### config.mk
export PLATFORM = sky130hd
export DESIGN_NAME = bist_run_sequencer_flat
export DESIGN_NICKNAME = d
export VERILOG_FILES = /design/src/rtl/bist_pkg.sv /design/src/rtl/bist_run_sequencer_if.sv /design/src/rtl/bist_watchdog.sv /design/src/rtl/bist_run_sequencer.sv /design/src/flat_wrapper.sv
export SDC_FILE = /design/constraint.sdc
export NUM_CORES = 1
export LEC_CHECK = 0
export CAP_MARGIN = 10
export CORE_ASPECT_RATIO = 0.7
export CORE_UTILIZATION = 63
export DETAILED_ROUTE_END_ITERATION = 6
export DONT_BUFFER_PORTS = 1
export MAX_ROUTING_LAYER = met4
export PLACE_DENSITY = 0.77
export SETUP_SLACK_MARGIN = 0.3
export SLEW_MARGIN = 20
export SYNTH_ARGS = -nofsm -noshare
export SYNTH_HDL_FRONTEND = slang
export SYNTH_SLANG_ARGS = --single-unit
### constraint.sdc
create_clock -name clk -period 2.5 [get_ports clk]
set_input_delay 0.5 -clock clk [delete_from_list [all_inputs] [get_ports clk]]
set_output_delay 0.5 -clock clk [all_outputs]
set_load 0.03 [all_outputs]
### src/rtl/bist_pkg.sv
// Shared definitions for the BIST run sequencer: FSM state encoding and
// BIST_STATUS nibble codes reported by the engine.
package bist_pkg;

  localparam logic [2:0] S_IDLE   = 3'd0;
  localparam logic [2:0] S_CLEAR  = 3'd1;
  localparam logic [2:0] S_RUN    = 3'd2;
  localparam logic [2:0] S_CHECK  = 3'd3;
  localparam logic [2:0] S_FINISH = 3'd4;

  localparam logic [3:0] STATUS_OK   = 4'hF;
  localparam logic [3:0] STATUS_FAIL = 4'h5;

endpackage

### src/rtl/bist_run_sequencer_if.sv
// Connection between the run sequencer (master) and the TAP BIST engine (slave).
interface bist_run_sequencer_if;

  logic        bist_tlr;
  logic        bist_runbist_select;
  logic        bist_reset_sm;
  logic        bist_error;
  logic [15:0] bist_status;

  modport master (
    output bist_tlr,
    output bist_runbist_select,
    input  bist_reset_sm,
    input  bist_error,
    input  bist_status
  );

  modport slave (
    input  bist_tlr,
    input  bist_runbist_select,
    output bist_reset_sm,
    output bist_error,
    output bist_status
  );

endinterface

### src/rtl/bist_watchdog.sv
// Per-iteration watchdog: counts enabled cycles and flags the cycle in which
// the count reaches TIMEOUT-1.
module bist_watchdog #(
  parameter int TIMEOUT = 1024
) (
  input  logic clk,
  input  logic rst_n,
  input  logic clear,
  input  logic enable,
  output logic expire
);

  localparam int W = (TIMEOUT > 1) ? $clog2(TIMEOUT) : 1;
  localparam logic [W-1:0] LAST = W'(TIMEOUT - 1);

  logic [W-1:0] count;

  // Cycle counter, restarted at the beginning of every iteration
  always_ff @(posedge clk or negedge rst_n) begin
    if (!rst_n) begin
      count <= '0;
    end else if (clear) begin
      count <= '0;
    end else if (enable) begin
      count <= count + W'(1);
    end
  end

  assign expire = enable && (count == LAST);

endmodule

### src/rtl/bist_run_sequencer.sv
// Repeats the TAP BIST engine run loop_count times, tallying failing iterations
// and capturing the status of the first failure.
module bist_run_sequencer
  import bist_pkg::*;
#(
  parameter int LOOP_W       = 8,
  parameter int TIMEOUT      = 1024,
  parameter bit STOP_ON_FAIL = 1'b0
) (
  input  logic                 clk,
  input  logic                 rst_n,
  input  logic                 start,
  input  logic                 abort,
  input  logic [LOOP_W-1:0]    loop_count,
  output logic                 busy,
  output logic                 done,
  output logic                 pass,
  output logic                 timeout,
  output logic                 aborted,
  output logic [LOOP_W-1:0]    fail_count,
  output logic [LOOP_W-1:0]    first_fail_iter,
  output logic [15:0]          first_fail_status,
  bist_run_sequencer_if.master bist
);

  logic [2:0]        state, state_next;
  logic [LOOP_W-1:0] loop_q, loop_next;
  logic [LOOP_W-1:0] iter, iter_next;
  logic [LOOP_W-1:0] fc_next, ffi_next;
  logic [15:0]       ffs_next;
  logic [15:0]       stat_q, stat_next;
  logic              to_next, ab_next, pass_next;
  logic              wd_expire;
  logic              last_iter;

  bist_watchdog #(.TIMEOUT(TIMEOUT)) u_watchdog (
    .clk    (clk),
    .rst_n  (rst_n),
    .clear  (state == S_CLEAR),
    .enable (state == S_RUN),
    .expire (wd_expire)
  );

  assign last_iter = (iter + LOOP_W'(1)) == loop_q;

  // Next state and next result values; pass is settled on entry to FINISH so
  // it is already valid while done is high
  always_comb begin
    state_next = state;
    loop_next  = loop_q;
    iter_next  = iter;
    fc_next    = fail_count;
    ffi_next   = first_fail_iter;
    ffs_next   = first_fail_status;
    stat_next  = stat_q;
    to_next    = timeout;
    ab_next    = aborted;
    pass_next  = pass;
    case (state)
      S_IDLE: begin
        if (start && !abort) begin
          state_next = S_CLEAR;
          loop_next  = (loop_count == '0) ? LOOP_W'(1) : loop_count;
          iter_next  = '0;
          fc_next    = '0;
          ffi_next   = '0;
          ffs_next   = '0;
          to_next    = 1'b0;
          ab_next    = 1'b0;
          pass_next  = 1'b0;
        end
      end
      S_CLEAR: begin
        if (abort) begin
          state_next = S_FINISH;
          ab_next    = 1'b1;
        end else begin
          state_next = S_RUN;
        end
      end
      S_RUN: begin
        if (abort) begin
          state_next = S_FINISH;
          ab_next    = 1'b1;
        end else if (bist.bist_reset_sm) begin
          state_next = S_CHECK;
          stat_next  = bist.bist_status;
        end else if (wd_expire) begin
          state_next = S_FINISH;
          to_next    = 1'b1;
        end
      end
      S_CHECK: begin
        if (abort) begin
          state_next = S_FINISH;
          ab_next    = 1'b1;
        end else begin
          if (bist.bist_error) begin
            if (fail_count != '1) fc_next = fail_count + LOOP_W'(1);
            if (fail_count == '0) begin
              ffi_next = iter;
              ffs_next = stat_q;
            end
          end
          iter_next = iter + LOOP_W'(1);
          if (last_iter || (STOP_ON_FAIL && bist.bist_error)) state_next = S_FINISH;
          else state_next = S_CLEAR;
        end
      end
      S_FINISH: state_next = S_IDLE;
      default:  state_next = S_IDLE;
    endcase
    if ((state != S_FINISH) && (state_next == S_FINISH)) begin
      pass_next = (fc_next == '0) && !to_next && !ab_next;
    end
  end

  // State and result registers
  always_ff @(posedge clk or negedge rst_n) begin
    if (!rst_n) begin
      state             <= S_IDLE;
      loop_q            <= '0;
      iter              <= '0;
      fail_count        <= '0;
      first_fail_iter   <= '0;
      first_fail_status <= '0;
      stat_q            <= '0;
      timeout           <= 1'b0;
      aborted           <= 1'b0;
      pass              <= 1'b0;
    end else begin
      state             <= state_next;
      loop_q            <= loop_next;
      iter              <= iter_next;
      fail_count        <= fc_next;
      first_fail_iter   <= ffi_next;
      first_fail_status <= ffs_next;
      stat_q            <= stat_next;
      timeout           <= to_next;
      aborted           <= ab_next;
      pass              <= pass_next;
    end
  end

  assign busy                     = (state != S_IDLE);
  assign done                     = (state == S_FINISH);
  assign bist.bist_tlr            = (state == S_CLEAR) || (state == S_FINISH);
  assign bist.bist_runbist_select = (state == S_RUN);

endmodule

### src/flat_wrapper.sv
// flat-port wrapper written by rule: the top's interface ports become plain ports
module bist_run_sequencer_flat import bist_pkg::*;
#(
  parameter int LOOP_W       = 8,
  parameter int TIMEOUT      = 1024,
  parameter bit STOP_ON_FAIL = 1'b0
)
  (clk, rst_n, start, abort, loop_count, busy, done, pass, timeout, aborted, fail_count, first_fail_iter, first_fail_status, bist_bist_tlr, bist_bist_runbist_select, bist_bist_reset_sm, bist_bist_error, bist_bist_status);
  bist_run_sequencer_if bist_i ();
  input  logic clk;
  input  logic rst_n;
  input  logic start;
  input  logic abort;
  input  logic [LOOP_W-1:0] loop_count;
  output logic busy;
  output logic done;
  output logic pass;
  output logic timeout;
  output logic aborted;
  output logic [LOOP_W-1:0] fail_count;
  output logic [LOOP_W-1:0] first_fail_iter;
  output logic [15:0] first_fail_status;
  output wire logic [$bits(bist_i.bist_tlr)-1:0] bist_bist_tlr;
  output wire logic [$bits(bist_i.bist_runbist_select)-1:0] bist_bist_runbist_select;
  input wire logic [$bits(bist_i.bist_reset_sm)-1:0] bist_bist_reset_sm;
  input wire logic [$bits(bist_i.bist_error)-1:0] bist_bist_error;
  input wire logic [$bits(bist_i.bist_status)-1:0] bist_bist_status;
  assign bist_bist_tlr = bist_i.bist_tlr;
  assign bist_bist_runbist_select = bist_i.bist_runbist_select;
  assign bist_i.bist_reset_sm = bist_bist_reset_sm;
  assign bist_i.bist_error = bist_bist_error;
  assign bist_i.bist_status = bist_bist_status;
  bist_run_sequencer #(.LOOP_W(LOOP_W), .TIMEOUT(TIMEOUT), .STOP_ON_FAIL(STOP_ON_FAIL)) u_core (.clk(clk), .rst_n(rst_n), .start(start), .abort(abort), .loop_count(loop_count), .busy(busy), .done(done), .pass(pass), .timeout(timeout), .aborted(aborted), .fail_count(fail_count), .first_fail_iter(first_fail_iter), .first_fail_status(first_fail_status), .bist(bist_i));
endmodule
==> reports/qor.txt <==
share of post-route cells with drive strength above 1: 16.8%
Routed Antenna Nets: 0
Critical Path End Type: flip-flop
via/cell ratio: 6.24
Achievable Freq: 0.470 GHz
met1 usage: 37.5%
sequential-to-total area share from yosys stat: 53.9%
first-pass GRT wire length: 12.6 mm
Initial Utilization: 68.1%
met2 usage: 41.0%
FP Rows: 22
placer congestion estimate: 0.903
pre-CTS WS: 294 ps
drt pass-1 iters: 5
number of global-route vias before repair: 2530
CP Class: reg2reg
largest net degree at the start of global routing: 81
Setup-failing EPs final: 0
clock tree from TritonCTS: done
crit path time final: 2130 ps
nets@finish: 381
slew at the pin with the worst max-slew slack: 554 ps
prevailing post-synth register cell: dfrtp_1
Syn Area/Cell: 11.1 um2
die area: 6210 um2
RSZ-0062 raised after global routing: no
Distinct cells, synth: 59
Data arrival, critical path: 2360 ps
Fin Setup TNS: 0 ps
status: complete, but fails checks
M3 GR Usage: 8.85%
cell taking the most area after synthesis: dfrtp_1
worst hold margin: -167 ps
Pwr Total: 0.00351 W
I/O pin cnt: 69
wirelength, routed: 7.74 mm
Sink Count: 80
Yosys warnings: 0
grt ovf: 0
WL per Instance: 18.2 um
fin util: 74.7%
vias: 2644
P per Cell Area: 861 nW/um2
gr busiest metal: met2
async set or reset register ratio after synthesis: 100%
CP max FO: 24
HPWL after detailed placement: 5.45 mm
Synth Instances: 336
CP Launch Type: flip-flop
CP top delay family: simple AND/OR/NAND/NOR gates
Synth Net Count: 370
CTS H-tree depth: 3
initial antenna violation count: 0
Clock Pin Slew Worst Setup and Hold Paths: 90 ps
Worst Path Required: 2740 ps
number of fill cells: 371
Area contributors post-synth: dfrtp_1 54%, a22o_1 5.9%, nand2_1 4.3%
GRT Total Usage: 28.2%
drt initial violations: 161
Die W: 93.8 um
Worst VDD drop: 0.508 mV
P&R area growth vs syn: 9.67%
fin crit share: 85.1%
Synth top area share: 53.9%
die height: 66.2 um
Post-Synthesis Cell Area: 3710 um2
HP Class: in2async
Final Hold Vio Count: 80
crit path cell chain: or4b_4 > nor2_2 > nor2_2 > a21o_4 > a22o_1
#FFs+latches synth: 80
Worst path max stage delay: 590 ps
fin. max-slew vios: 0
violated checks: negative hold slack
Slew HR: 62.6%
Max clock buf depth: 2
Leak: 1.87 nW
clk_skew: 13.2 ps
slowest CP cell: or4b_4
diode count: 0
cell seen most often among critical-path stages: nor2_2
area of the core: 5450 um2
clock latency on the worst-skew pair: 350 ps
Worst Path Buf+Inv: 0
clk root buf: clkbuf_8
final setup margin: 373 ps
DRC violations left: 0
input/output buffers: 0
max-cap viol count: 0
number of synthesized flops with an enable pin: 0
cts bufs inserted: 9
==> repair_timing <==
action,in CTS,in global routing
resized for setup,1,8
endpoints found under the hold margin,80,80
setup buffers,0,3
setup endpoints to repair,1,3
pin swaps,0,1
cloned,0,0
==> per-stage QoR <==
step / hold WS [ps] / cells / area (um2)
2_1_floorplan: 204 / 336 / 3720
3_3_place_gp: 206 / 405 / 3820
3_5_place_dp: 206 / 405 / 3820
4_1_cts: -189 / 421 / 4030
5_1_grt: -196 / 424 / 4070
6_report: -167 / 424 / 4070
==> cell type report <==
type                            instances  area (um2)  area share, %
Sequential cell                        80        2010           49.3
Multi-Input combinational cell        234        1620           39.8
Timing Repair Buffer                   17         128           3.13
Clock buffer                            9         124           3.04
Tap cell                               72        90.1           2.21
Clock inverter                          7        83.8           2.06
Inverter                                5        18.8          0.461
==> worst paths after layout <==
path / from / endpoint / slack [ps] / depth (start not counted)
min: rst_n / u_core.fail_count[2] / -170 / 0
min reg2reg: u_core.stat_q[6] / u_core.first_fail_status[6] / 490 / 1
max in group asynchronous: rst_n / u_core.fail_count[3] / 2530 / 0
min in group clk: abort / u_core.state[1] / 210 / 1
max reg2reg: u_core.state[2] / u_core.first_fail_status[1] / 370 / 5
max: u_core.state[2] / u_core.first_fail_status[1] / 370 / 5
==> where the power goes <==
| part | internal, W | switching [W] | total [W] | leakage (nW) |
|---|---|---|---|---|
| registers | 0.00155 | 0.000245 | 0.00179 | 1.07 |
| logic | 0.000345 | 0.000382 | 0.000727 | 0.697 |
| clock network | 0.000480 | 0.000508 | 0.000989 | 0.103 |
| total | 0.00237 | 0.00113 | 0.00351 | 1.87 |
==> state kept, by name, indices dropped and copies added (netlist names) <==
| register | flops |
|---|---|
| u_core.iter | 8 |
| u_core.first_fail_status | 16 |
| u_core.stat_q | 16 |
| u_core.first_fail_iter | 8 |
| u_core.timeout | 1 |
| u_core.pass | 1 |
| u_core.aborted | 1 |
| u_core.loop_q | 8 |
| u_core.fail_count | 8 |
| u_core.u_watchdog.count | 10 |
| u_core.state | 3 |
==> cell usage after synthesis (2+ instances only) <==
master,n
dfrtp_1,80
nand2_1,43
a22o_1,25
nor2_1,19
o21ai_0,15
clkbuf_1,9
mux2_1,9
xnor2_1,9
xor2_1,9
mux2_2,8
nand3_1,8
nand4_1,7
a21oi_1,5
inv_1,5
and3_1,4
ha_1,4
nand2b_1,4
nor2b_1,4
nor3_1,4
nor3b_1,4
nor4_1,4
o21ai_1,4
and4_1,3
buf_2,3
buf_6,3
mux2i_1,3
a21o_1,2
a311oi_1,2
a31oi_1,2
buf_4,2
nand4bb_1,2
nor2_2,2
o31ai_1,2
or3_1,2
==> layer usage <==
metal,share of wire (%),wire length [um]
met1,45,3490
met2,44,3440
met3,9.3,719
met4,1.2,95
met5,0,0
==> cells in the final DEF, fill, tap and decap left out, types with 4 or more instances in the layout <==
cell type / n
nand2_1: 43
dfrtp_1: 76
a22o_1: 25
nand2b_1: 4
nand4_1: 7
nor2b_1: 4
a21oi_1: 5
mux2_1: 9
buf_4: 17
nor3_1: 4
xor2_1: 9
nor2_1: 18
dfrtp_2: 4
nor3b_1: 4
mux2_2: 8
xnor2_1: 9
nand3_1: 8
and3_1: 4
clkbuf_8: 9
o21ai_1: 4
o21ai_0: 15
inv_1: 5
==> cell families (layout without fill, tap and decap cells) <==
logic type | after synthesis | after routing | synth area share (%)
buf+inv | 22 | 38 | 3.13
compound gates | 70 | 70 | 14.0
mux | 20 | 20 | 5.96
flops | 80 | 80 | 53.9
fa+ha+maj | 4 | 4 | 1.35
xor+xnor | 18 | 18 | 4.25
simple gates | 122 | 122 | 17.4
Note: power is estimated with default switching activity, not from simulation.
